==> src/rtl/pc_fetch_sequencer.sv <==
// PC owner and fetch/execute sequencer for the MIPS core: runs a request/ack
// instruction fetch, a one-cycle execute window with branch/jump redirect, and stall/halt/resume.
module pc_fetch_sequencer #(
  parameter int                PC_W     = 8,
  parameter logic [PC_W-1:0]   RESET_PC = '0
) (
  input  logic            clk,
  input  logic            reset_n,
  output logic            imem_req,
  output logic [PC_W-1:0] imem_addr,
  input  logic            imem_ack,
  output logic            instr_valid,
  output logic [PC_W-1:0] pc,
  input  logic            branch,
  input  logic            zero,
  input  logic [31:0]     branch_offset,
  input  logic            jump,
  input  logic [25:0]     jump_addr,
  input  logic            stall,
  input  logic            halt,
  input  logic            resume,
  output logic [1:0]      state
);

  typedef enum logic [1:0] {
    IDLE  = 2'b00,
    FETCH = 2'b01,
    EXEC  = 2'b10,
    HALT  = 2'b11
  } state_t;

  state_t          state_q;
  logic [PC_W-1:0] pc_q;
  logic [PC_W-1:0] next_pc;

  // Only the low PC_W bits of the immediate and jump field address the PC.
  logic unused_bits;
  assign unused_bits = ^{branch_offset[31:PC_W], jump_addr[25:PC_W]};

  // NOTE: every always_comb output gets a default first so no path can leave it unassigned and infer a latch.
  always_comb begin
    next_pc = pc_q + PC_W'(1);
    if (branch && zero) begin
      next_pc = pc_q + branch_offset[PC_W-1:0] + PC_W'(1);
    end else if (jump) begin
      next_pc = jump_addr[PC_W-1:0];
    end
  end

  // NOTE: state is updated with non-blocking assignments so every register samples pre-edge values.
  // imem_req and instr_valid are set alongside the state they belong to, so they are pure flops.
  always_ff @(posedge clk) begin
    if (!reset_n) begin
      state_q     <= IDLE;
      pc_q        <= RESET_PC;
      imem_req    <= 1'b0;
      instr_valid <= 1'b0;
    end else begin
      case (state_q)
        IDLE: begin
          state_q  <= FETCH;
          imem_req <= 1'b1;
        end
        FETCH: begin
          if (imem_ack) begin
            state_q     <= EXEC;
            imem_req    <= 1'b0;
            instr_valid <= 1'b1;
          end
        end
        EXEC: begin
          if (!stall) begin
            pc_q        <= next_pc;
            instr_valid <= 1'b0;
            if (halt) begin
              state_q <= HALT;
            end else begin
              state_q  <= FETCH;
              imem_req <= 1'b1;
            end
          end
        end
        HALT: begin
          if (resume) begin
            state_q  <= FETCH;
            imem_req <= 1'b1;
          end
        end
        default: begin
          state_q     <= IDLE;
          imem_req    <= 1'b0;
          instr_valid <= 1'b0;
        end
      endcase
    end
  end

  assign pc        = pc_q;
  assign imem_addr = pc_q;
  assign state     = state_q;

endmodule

==> config.mk <==
export PLATFORM = sky130hd
export DESIGN_NAME = pc_fetch_sequencer
export DESIGN_NICKNAME = d
export VERILOG_FILES = /design/src/rtl/pc_fetch_sequencer.sv
export SDC_FILE = /design/constraint.sdc
export NUM_CORES = 1
export LEC_CHECK = 0
export CAP_MARGIN = 10
export CORE_MARGIN = 2
export CORE_UTILIZATION = 34
export DETAILED_ROUTE_END_ITERATION = 10
export PLACE_DENSITY = 0.92
export SETUP_SLACK_MARGIN = 0.5
export SLEW_MARGIN = 40
export SYNTH_ARGS = -nofsm -noshare
export SYNTH_HDL_FRONTEND = slang
export SYNTH_SLANG_ARGS = --single-unit
==> constraint.sdc <==
create_clock -name clk -period 2.3 [get_ports clk]
set_input_delay 0.46 -clock clk [delete_from_list [all_inputs] [get_ports clk]]
set_output_delay 0.46 -clock clk [all_outputs]
set_load 0.02 [all_outputs]
Yosys cells after proc, flatten, opt, wreduce, memory -nomap -nowiden. Cells that the tools add are included.

Register bits: 12. Bits in latches: 0. Bits in writable memories: 0. ROM bits: 0. Input bits: 67. Output and inout bits: 20. Logic and storage cells: 37. Memories: 0.

Add/sub/neg operators: 3. Multiply operators: 0. Div/mod/pow operators: 0. Magnitude comparators: 0. Eq/ne operators: 7. Shift-type cells: 0. Multiplexer cells: 15. Bitwise gates (word level): 1. Reduce and logical (&&, ||, !) cells: 7.

Operators with widths (number): $add A8 B1 Y8 const B (2); $mux W8 (2); $add A8 B8 Y8 (1); $mux W2 (4); $ne A2 B2 Y1 const B (4); $pmux W2 S4 (1); $mux W1 (6); $reduce_and A3 Y1 (2); $eq A2 B2 Y1 const B (2); $pmux W1 S4 (1); $reduce_and A4 Y1 (1); $eq A2 B1 Y1 const B (1); $logic_not A2 Y1 (1); $pmux W1 S2 (1); $reduce_and A2 Y1 (1); $reduce_bool A2 Y1 (1); $logic_and A1 B1 Y1 (1); $not A1 Y1 (1).

Depth between registers and ports, before layout.
Word-level depth: 3. Depth in mapped cells: 8. Gate-level depth less buffers: 8.

Least setup slack after synthesis. Ideal clock, no wire load.

Path type: register -> register. Start: register pc_q[2] (netlist: imem_addr[2]). End: register pc_q[6] (netlist: imem_addr[6]). Setup time: 62 ps. Arrival: 1977 ps. Data required time: 2238 ps. Path slack: 261 ps. Stages on the path, launching flop included: 7. Buffers on the path: 0. Period minus slack after synthesis: 2039 ps. Cells stage by stage: dfxtp_1 > ha_1 > nor2b_4 > o31a_1 > o21a_1 > or4b_1 > nand3_1.

Longest elaborated chain between the ends: 3. Elaborated cells on any way between the ends: 5. Classes of those cells: add/sub: 3; mux: 2.

RTL lines: from (decl) (line 33) `logic [PC_W-1:0] pc_q;`; from (signal assigned) (line 73) `pc_q <= next_pc;`; $add A8 B8 Y8 or $add A8 B1 Y8 (tied branches) (line 44, 42); $add A8 B1 Y8 or $mux W8 (tied branches) (line 44, 45); $mux W8 * (line 43) `if (branch && zero) begin`.

Mark *: on every way between the ends. The rest lies on a longest branch, timed or not. A chain may end at the register's enable or synchronous reset.

Worst setup path after layout.
Start: register pc_q[0] (netlist: imem_addr[0]). End: register pc_q[6] (netlist: imem_addr[6]).

Same word-level chain as after synthesis.

==> summary.txt <==
Worst setup path
  • Crit-path slowest cell: or4b_1
  • Chain of cells forming the critical path: inv_4 -> ha_4 -> fa_2 -> nor2b_4 -> o31a_1 -> o21a_1 -> or4b_1 -> nand3_1
  • R2R depth: 8
  • Worst Path Arrival: roughly 2100 ps
  • Crit end category: flop
  • Crit path kind: flop to flop
  • CP Max Fanout: 3
  • Flop2flop setup slack: about 430 ps
  • Worst setup SP type: flop
  • CP delay by family, top: simple AND/OR/NAND/NOR gates
  • WP data required: approximately 2500 ps
  • Worst path buffer plus inverter count: 1
  • RR Endpoint: imem_addr[6]
  • Slowest stage delay, CP: 490 ps
  • Reg2Reg Launch Point: imem_addr[0]

Route
  • Via/cell ratio: 5.20
  • WL met2: ~1600 microns
  • DR iter-0 viols: 66
  • Number of remaining DRC errors: 0
  • Final WL: about 3300 microns
  • Top layer reached by signal wires: met4
  • Drt first pass iters: 4
  • Routed wire per std cell: approximately 13 microns
  • Routed met1 length: 1430 microns
  • Routed wl met3: between 200 and 250 microns
  • Total vias in the final route: approximately 1300
  • Antenna Nets Post-Route: 0

Clock tree
  • Inserted Clock Buffers: 3
  • TritonCTS sink count: 12
  • Clock input transition at the sequential cells of the worst setup and hold paths: roughly 80 ps
  • Hold-fix buffers, CTS: 0
  • CTS max path bufs: 2
  • Root Driver: clkbuf_4
  • Clock Latency Late Sink: ~270 ps
  • H-tree depth: 1
  • TritonCTS clock tree: done

Hold path
  • Min-Delay Path Class: flop to flop
  • Hold Path Depth: 2
  • Hold Path End: instr_valid
  • Hold Path Origin: instr_valid

Cells and area
  • Layout cells sized above 1: between 10% and 20%
  • Final Net Count: around 280
  • ANT cells: 0
  • Core Util, Final: a little under three fifths
  • Syn-to-layout area delta: 57.0%

STA
  • Tcrit/Tclk final: between 80% and 90%
  • Worst slew margin: 72.8%
  • Clk_skew: between 1 and 1.5 ps
  • WHS: 493 ps
  • # setup viols final: 0
  • Measured slew at the worst slew-check pin: 406 ps
  • Fmax: ~530 MHz
  • Fin. Hold Viols: 0
  • Final Max Slew Viols: 0
  • Period minus WS final: around 1900 ps
  • RSZ-0062 raised after global routing: true

Power and ir drop
  • Leakage: 0.000855 uW
  • Pwr dens: 384 nW/um^2
  • Total Power Consumption: between 600 and 700 uW
  • Max IR drop VDD: between 0.2 and 0.25 mV

Floorplan
  • Die X: 61.8 microns
  • Row count: 20
  • Ports: 87
  • Core area: 3100 sq um
  • Die area: around 3800 sq um
  • Initial Utilization: 36.6%
  • Die height: between 60 and 70 microns

Placed design
  • Hpwl dp: 2600 microns
  • IO buf count: 44
  • Gpl congestion: just under 0.9

Synth
  • Area share of the largest cell type after synthesis: 21.2%
  • Post-synthesis cell area: approximately 1100 sq um
  • Post-synth EDFFs: 0
  • Cell with the most instances after synthesis: nand2_1
  • Post-synth ARST share: 0%
  • Synth cell types: 38
  • Synth Net Count: ~230
  • Avg Cell Area, Syn: 7.47 sq um
  • Top_reg_cell synth: dfxtp_1
  • Yosys warnings: 0
  • Most frequent cells after synthesis: nand2_1 (17), a21oi_1 (14), dfxtp_1 (12), o21ai_0 (12), ha_1 (11)
  • Ranking of synthesized cells by area: dfxtp_1 (21%), ha_1 (12%), a21oi_1 (6.2%)
  • Register area share after synthesis: a little over a fifth
  • Flops & latches, synth: 12
  • Synth Instances: 152
  • Cell taking the most area after synthesis: dfxtp_1

GRT
  • First-pass GRT wire length: 5260 microns
  • Largest net degree at the start of global routing: 13
  • Initial antenna violation count: 0
  • GRT Residual Overflow: 0
  • Vias in the first global route: roughly 1300
  • Total GRT Usage: 18.3%

Run status
  • Outcome: complete, no violations

Run
  • Max Cap Viol: 0
-- power breakdown --
part	internal, uW	leakage (uW)	switching [uW]
combinational	138	0.000733	130
sequential	223	0.000100	19.4
clock	96.2	0.0000210	76.3
-- tightest hold or removal path: cells and delay by family, from the launching register on --
| kind | cells | cell delay [ps] |
|---|---|---|
| flip-flops | 1 | 330 |
| AND/OR/NAND/NOR | 1 | 50 |
| AO/OA/AOI/OAI | 1 | 60 |
-- worst max path at each step --
stage                                start           end  slack (ps)  cells past startpoint
final                         imem_addr[0]  imem_addr[6]         430                      8
after global routing          imem_addr[0]  imem_addr[6]         350                      8
after CTS                     imem_addr[0]  imem_addr[6]         420                      8
after detailed placement  branch_offset[0]  imem_addr[6]        -310                      9
after global placement    branch_offset[0]  imem_addr[6]        -300                      9
after floorplan           branch_offset[0]  imem_addr[6]         370                      8
-- through the flow --
stage	setup TNS, ps	area [sq um]	instances	setup WS [ps]
global route	0	1780	247	355
finish	0	1780	247	425
CTS	0	1740	246	422
detailed placement	-760	1700	241	-307
floorplan	0	1180	152	367
global placement	-593	1700	241	-302
-- placed cells by master, fill, tap and decap left out, drive strengths merged, types with 4 or more instances in the layout --
cell type	netlist	layout
a21oi	14	14
o211ai	4	4
clkdlybuf4s50	0	21
dfxtp	12	12
dlygate4sd2	0	17
nand2b	4	4
buf	9	16
o21a	4	4
nor2	10	10
dlymetal6s2s	0	5
o21ai	12	12
inv	10	10
nand2	17	17
ha	11	11
nand3	7	7
clkbuf	3	4
-- registers in the layout (all words and copies together), names as in the netlist --
signal	flops
imem_addr	8
imem_req	1
instr_valid	1
state	2
-- layout make-up --
type                    count  area (sq um)
clock buffers               4          36.3
fillers                   319          1320
inverters                  10          52.6
multi-input cells         118           843
flip-flops and latches     12           251
well taps                  44          55.1
repair buffers             59           543
-- what timing repair did --
item                                    4_1_cts  5_1_grt
setup buffers                                 1        1
pin swaps                                     7        3
gates resized for setup                      30       10
endpoints found under the setup margin       20        9
-- layer usage --
| metal | vias to the layer above | track usage (%) |
|---|---|---|
| met2 | 61 | 34.3 |
| li1 | 641 | - |
| met4 | 0 | 4.56 |
| met5 | - | 0 |
| met1 | 578 | 20.9 |
| met3 | 4 | 4.35 |
-- kinds of logic after synthesis --
family                     share of synthesized area, %
AOI/OAI and AO/OA                                  25.6
xor gates and xnor gates                           4.63
adders and majority gates                          13.9
buffers and inverters                              10.0
DFF                                                21.2
muxes                                              1.76
and+or+nand+nor                                    22.9
Power figures use the tool's default switching activity.
